===== src/rtl/fetch_unit_if.sv =====
// fetch_unit_if: instruction-memory request/grant and in-order response bus
interface fetch_unit_if;
    logic        IMemReq_IF;
    logic [31:0] IMemAddr_IF;
    logic        IMemGnt;
    logic        IMemRdValid;
    logic [31:0] IMemRdData;
    modport master (output IMemReq_IF, IMemAddr_IF, input IMemGnt, IMemRdValid, IMemRdData);
    modport slave (input IMemReq_IF, IMemAddr_IF, output IMemGnt, IMemRdValid, IMemRdData);
endinterface


===== src/rtl/fetch_unit.sv =====
// fetch_unit: IF stage with PC, credit-limited prefetch into a word queue, and jump/branch redirect
module fetch_unit #(
    parameter logic [31:0] RESET_PC = 32'h0000_0000,
    parameter int          QDEPTH   = 4
) (
    input  logic                clk,
    input  logic                reset_n,
    input  logic                AnyStall,
    input  logic                Jump_ID,
    input  logic [25:0]         JumpTgt_ID,
    input  logic                BrTaken_EX,
    input  logic [31:0]         BrTgt_EX,
    fetch_unit_if.master        imem,
    output logic [31:0]         FetchData_IF,
    output logic [31:0]         FetchPc_IF,
    output logic                FetchValid_IF
);
    localparam int AW = $clog2(QDEPTH);
    localparam int CW = $clog2(QDEPTH + 1);

    logic [31:0]   pc_q, pc_d, rpc_q, rpc_d;
    logic [CW-1:0] cnt_q, cnt_d, outst_q, outst_d, drop_q, drop_d;
    logic [AW-1:0] head_q, head_d, tail_q, tail_d;
    logic [31:0]   qdata_q [QDEPTH];
    logic [31:0]   qdata_d [QDEPTH];
    logic [31:0]   qpc_q [QDEPTH];
    logic [31:0]   qpc_d [QDEPTH];
    logic [31:0]   fdata_q, fdata_d, fpc_q, fpc_d;
    logic          fvalid_q, fvalid_d, live_q;
    logic          redirect, hold, grant, push, pop;
    logic [31:0]   tgt;
    logic [CW:0]   credit;

    always_comb begin
        redirect = BrTaken_EX || Jump_ID;
        hold     = AnyStall && !BrTaken_EX;
        tgt      = BrTaken_EX ? BrTgt_EX : {fpc_q[31:28], JumpTgt_ID, 2'b00};
        credit   = {1'b0, cnt_q} + {1'b0, outst_q};
        imem.IMemReq_IF  = live_q && (credit < (CW+1)'(QDEPTH));
        imem.IMemAddr_IF = pc_q;
        grant    = imem.IMemReq_IF && imem.IMemGnt;
        push     = imem.IMemRdValid && drop_q == '0 && !redirect;
        pop      = !redirect && !AnyStall && cnt_q != '0;
        pc_d     = redirect ? tgt : pc_q + (grant ? 32'd4 : 32'd0);
        outst_d  = outst_q + CW'(grant) - CW'(imem.IMemRdValid);
        // every request still in flight after a redirect (including this cycle's grant) is stale
        drop_d   = redirect ? outst_d : drop_q - CW'(imem.IMemRdValid && drop_q != '0);
        rpc_d    = redirect ? tgt : rpc_q + (push ? 32'd4 : 32'd0);
        head_d   = redirect ? '0 : head_q + AW'(pop);
        tail_d   = redirect ? '0 : tail_q + AW'(push);
        cnt_d    = redirect ? '0 : cnt_q + CW'(push) - CW'(pop);
        qdata_d  = qdata_q;
        qpc_d    = qpc_q;
        if (push) begin
            qdata_d[tail_q] = imem.IMemRdData;
            qpc_d[tail_q]   = rpc_q;
        end
        fdata_d  = hold ? fdata_q : pop ? qdata_q[head_q] : 32'h0;
        fpc_d    = pop ? qpc_q[head_q] : fpc_q;
        fvalid_d = hold ? fvalid_q : pop;
    end

    always_ff @(posedge clk or negedge reset_n) begin
        if (!reset_n) begin
            pc_q     <= RESET_PC;
            rpc_q    <= RESET_PC;
            cnt_q    <= '0;
            outst_q  <= '0;
            drop_q   <= '0;
            head_q   <= '0;
            tail_q   <= '0;
            qdata_q  <= '{default: '0};
            qpc_q    <= '{default: '0};
            fdata_q  <= '0;
            fpc_q    <= RESET_PC;
            fvalid_q <= 1'b0;
            live_q   <= 1'b0;
        end else begin
            pc_q     <= pc_d;
            rpc_q    <= rpc_d;
            cnt_q    <= cnt_d;
            outst_q  <= outst_d;
            drop_q   <= drop_d;
            head_q   <= head_d;
            tail_q   <= tail_d;
            qdata_q  <= qdata_d;
            qpc_q    <= qpc_d;
            fdata_q  <= fdata_d;
            fpc_q    <= fpc_d;
            fvalid_q <= fvalid_d;
            live_q   <= 1'b1;
        end
    end

    assign FetchData_IF  = fdata_q;
    assign FetchPc_IF    = fpc_q;
    assign FetchValid_IF = fvalid_q;

    a_no_overflow: assert property (@(posedge clk) disable iff (!reset_n)
        !(push && !pop && cnt_q == CW'(QDEPTH)) && drop_q <= CW'(QDEPTH));
endmodule


===== src/flat_wrapper.sv =====
// flat-port wrapper written by rule: the top's interface ports become plain ports
module fetch_unit_flat 
#(
    parameter logic [31:0] RESET_PC = 32'h0000_0000,
    parameter int          QDEPTH   = 4
)
  (clk, reset_n, AnyStall, Jump_ID, JumpTgt_ID, BrTaken_EX, BrTgt_EX, FetchData_IF, FetchPc_IF, FetchValid_IF, imem_IMemReq_IF, imem_IMemAddr_IF, imem_IMemGnt, imem_IMemRdValid, imem_IMemRdData);
  fetch_unit_if imem_i ();
  input  logic clk;
  input  logic reset_n;
  input  logic AnyStall;
  input  logic Jump_ID;
  input  logic [25:0] JumpTgt_ID;
  input  logic BrTaken_EX;
  input  logic [31:0] BrTgt_EX;
  output logic [31:0] FetchData_IF;
  output logic [31:0] FetchPc_IF;
  output logic FetchValid_IF;
  output wire logic [$bits(imem_i.IMemReq_IF)-1:0] imem_IMemReq_IF;
  output wire logic [$bits(imem_i.IMemAddr_IF)-1:0] imem_IMemAddr_IF;
  input wire logic [$bits(imem_i.IMemGnt)-1:0] imem_IMemGnt;
  input wire logic [$bits(imem_i.IMemRdValid)-1:0] imem_IMemRdValid;
  input wire logic [$bits(imem_i.IMemRdData)-1:0] imem_IMemRdData;
  assign imem_IMemReq_IF = imem_i.IMemReq_IF;
  assign imem_IMemAddr_IF = imem_i.IMemAddr_IF;
  assign imem_i.IMemGnt = imem_IMemGnt;
  assign imem_i.IMemRdValid = imem_IMemRdValid;
  assign imem_i.IMemRdData = imem_IMemRdData;
  fetch_unit #(.RESET_PC(RESET_PC), .QDEPTH(QDEPTH)) u_core (.clk(clk), .reset_n(reset_n), .AnyStall(AnyStall), .Jump_ID(Jump_ID), .JumpTgt_ID(JumpTgt_ID), .BrTaken_EX(BrTaken_EX), .BrTgt_EX(BrTgt_EX), .imem(imem_i), .FetchData_IF(FetchData_IF), .FetchPc_IF(FetchPc_IF), .FetchValid_IF(FetchValid_IF));
endmodule

===== config.mk =====
export PLATFORM = sky130hd
export DESIGN_NAME = fetch_unit_flat
export DESIGN_NICKNAME = d
export VERILOG_FILES = /design/src/rtl/fetch_unit_if.sv /design/src/rtl/fetch_unit.sv /design/src/flat_wrapper.sv
export SDC_FILE = /design/constraint.sdc
export NUM_CORES = 1
export LEC_CHECK = 0
export CELL_PAD_IN_SITES_DETAIL_PLACEMENT = 1
export CELL_PAD_IN_SITES_GLOBAL_PLACEMENT = 2
export CORE_UTILIZATION = 49
export CTS_CLUSTER_DIAMETER = 200
export DETAILED_ROUTE_END_ITERATION = 8
export DONT_BUFFER_PORTS = 1
export MAX_ROUTING_LAYER = met4
export PLACE_DENSITY_LB_ADDON = 0.1
export SYNTH_ARGS = -nofsm -noshare
export SYNTH_HDL_FRONTEND = slang
export SYNTH_SLANG_ARGS = --single-unit

===== constraint.sdc =====
create_clock -name clk -period 9.2 [get_ports clk]
set_clock_uncertainty 0.1 [all_clocks]
set_input_delay 0.46 -clock clk [delete_from_list [all_inputs] [get_ports clk]]
set_output_delay 0.46 -clock clk [all_outputs]
set_load 0.05 [all_outputs]

==> results.toml <==
[status]
status = "finished with violations"
failed_checks = "DRC, hold timing"

[setup_path]
critPathMaxFanout = 18
worst-r2r-cell-count = 11
start_kind = "flop"
cp.arrival_ns = 5.38
reg2reg_to = "u_core.imem.IMemAddr_IF[12]$_DFF_PN0_"
worstReg2RegStart = "u_core.outst_q[2]$_DFF_PN0_"
critPathCapture = "u_core.imem.IMemAddr_IF[12]$_DFF_PN0_"
crit_path_start = "u_core.outst_q[2]$_DFF_PN0_"
reg2reg_slack_ns = 4.17
crit_path_end_kind = "flop"
crit_required_ns = 9.54
timing_worst_setup_path_type = "flop to flop"

[detailed_routing]
via_count = 10600
drt-total-wl_microns = 42800
via_per_inst = 5.96
drtPass1Iterations = 6
routedWlPerCell_microns = 24.2
final_antenna_net_count = 0
first_iter_violations = 500
drc_errors = 38

[synthesis]
syn-instance-count = 1253
yosys.area.top_type_share_pct = 56.0
synth_top_area_cell = "dfrtp_1"
synthXorXnorAreaFrac_pct = 2.81
synth_cell_types = 53
ys_seq_area_share_pct = 56.0
ys_seq_elements = 397
synth_top_family_by_area = "multiplexers"
synth_nets = 1366
ys_top_cells_by_area = "dfrtp_1, mux2_2, mux4_2, xnor2_1, a22o_1"
synth-edff-count = 0
syn_area_sq_um = 17800
synthAdderAreaFrac_pct = 1.21
yosys.area_share.simple_pct = 5.62
synthFlopType = "dfrtp_1"
yosysWarnings = 0
muxShareOfSynthArea_pct = 26.4
synth_compound_area_share_pct = 5.26
avgSynthCellArea_sq_um = 14.2
async_flop_share_pct = 100

[die]
coreArea_sq_um = 35700
die_h_microns = 192
initial_core_util_pct = 49.8
die_w_microns = 192
row_count = 69
die_area_sq_um = 37000
io_pins = 195

[sta]
period_share_pct = 54.7
relSlewSlack_pct = 29.5
clock.fmax_ghz = 0.199
timing.final.crit_period_ns = 5.03
fin_tns_setup_ns = 0
hold_viol_final = 397
final_max_slew_viol_count = 0
setup_viol = 0
worst_slack_ns = 4.17
tightest_slew_ns = 1.06
rsz0062_at_grt = "no"
hold_ws_ns = -0.494

[global_routing]
antenna_found_initial = 0
grt_pass1_wl_microns = 68200
track_usage_pct = 24.9
overflow = 0
grt_pass1_vias = 11600
grt_start_max_net_pins = 398

[layout]
postLayoutCoreUtil_pct = 56.4
drive_above_1_share_pct = 33.9
nets = 1394
final_cell_mix = "dfrtp_1, mux2_2, mux4_2"
final_common_cell = "dfrtp_1"
area_growth_pct = 13.2
fillers = 3324

[placement]
pre_cts_ws_ns = 4.50
portBuffers = 0
gp_congestion = 0.830
dpl.hpwl_microns = 25200

[pwr]
switching_share_pct = 25.0
seqPwrFrac_pct = 48.6
p_switching_mw = 1.11
pwr-share-clk_pct = 39.6
p_int_mw = 3.33
p_leak_nw = 9.23
pwr-share-comb_pct = 11.8
power.density_nw_per_um2 = 221
ir_drop_uv = 117

[cts]
clockBufferDepth = 3
clock-sinks = 397
clk_latency_ns = 0.56
clkTransAtPathRegs_ns = 0.06
root_buffer = "clkbuf_16"
cts.repair.resized = 0
post_cts_buffers = 0
ctsHoldBuffers = 61
cts-htree-levels = 2
cts_tree = "done"
numCtsBuffers = 43

[min_path]
hp-class = "input port to asynchronous set/reset pin"

[run]
maxCapViolations = 0
-- state kept, by name, indices dropped and copies added, names as in the netlist, 3 cells and up --
name / cells
u_core.FetchData_IF: 32
u_core.FetchPc_IF: 32
u_core.cnt_q: 3
u_core.drop_q: 3
u_core.imem.IMemAddr_IF: 31
u_core.outst_q: 3
u_core.qdata_q: 128
u_core.qpc_q: 128
u_core.rpc_q: 31
-- power by group through the flow --
stage | registers (mW) | clock network, mW | logic [mW]
floorplan | 2.12 | 0 | 0.433
global placement | 2.18 | 0 | 0.481
detailed placement | 2.19 | 0 | 0.496
CTS | 2.16 | 1.80 | 0.531
global route | 2.19 | 1.87 | 0.573
finish | 2.16 | 1.76 | 0.523
-- Yosys cell counts (14+ instances only) --
cell type	count
dfrtp_1	397
nand4_1	18
o21ai_0	39
clkbuf_1	45
nand3_1	17
xnor2_1	39
a22o_1	34
a21oi_1	25
inv_1	23
xor2_1	18
nor2_1	27
nand2_1	50
mux2_2	281
buf_2	32
ha_1	14
mux4_2	64
-- per-stage QoR --
step	total power [mW]	cells	hold WS [ns]	cell area [sq um]
2_1_floorplan	2.55	1253	0.0644	17800
3_3_place_gp	2.66	1636	0.0717	18100
3_5_place_dp	2.68	1636	0.0717	18100
4_1_cts	4.49	1769	-0.519	20100
5_1_grt	4.62	1769	-0.511	20100
6_report	4.44	1770	-0.494	20100
-- critical path, cell delays in order (launching register included) --
cell and delay [ns]:
dfrtp_1 0.40, ha_1 0.29, or4b_2 0.62, a31oi_2 0.70, and2_1 0.40, ha_1 0.25, nand2_1 0.10, or4_1 1.01
xnor2_1 0.26, o21ai_0 0.19, nand2_1 0.07, dlygate4sd3_1 0.55
-- kinds of logic after synthesis --
| family | Yosys count |
|---|---|
| xor gates and xnor gates | 57 |
| AOI/OAI and AO/OA | 144 |
| muxes | 353 |
| other | 1 |
| DFF | 397 |
| and+or+nand+nor | 175 |
| buffers and inverters | 110 |
| adders and majority gates | 16 |
-- per-layer routing --
layer  vias to the layer above  share of wire (%)  global-route usage, %
met2                       233                 49                   40.4
met1                      5611                 44                   32.2
li1                       4652                  -                      -
met5                         -                  0                      -
met4                         0                1.7                   6.57
met3                        57                5.4                   4.78
-- worst min-delay path by stage --
| stage | start | end |
|---|---|---|
| after global placement | reset_n | u_core.FetchData_IF[24]$_DFFE_PN0N_ |
| after floorplan | reset_n | u_core.FetchData_IF[0]$_DFFE_PN0N_ |
| after global routing | reset_n | u_core.FetchData_IF[24]$_DFFE_PN0N_ |
| after detailed placement | reset_n | u_core.FetchData_IF[24]$_DFFE_PN0N_ |
| after CTS | reset_n | u_core.qpc_q[38]$_DFFE_PN0P_ |
| final | reset_n | u_core.FetchData_IF[24]$_DFFE_PN0N_ |
-- layout make-up --
class,count,area (sq um),share of cell area [%]
Clock inverter,14,209,1.04
Inverter,23,86.3,0.429
Tap cell,461,577,2.87
Sequential cell,397,9940,49.5
Timing Repair Buffer,70,678,3.37
Antenna cell,1,2.50,0.0124
Clock buffer,58,1210,6.04
Multi-Input combinational cell,746,7390,36.8
Power figures use the tool's default switching activity.
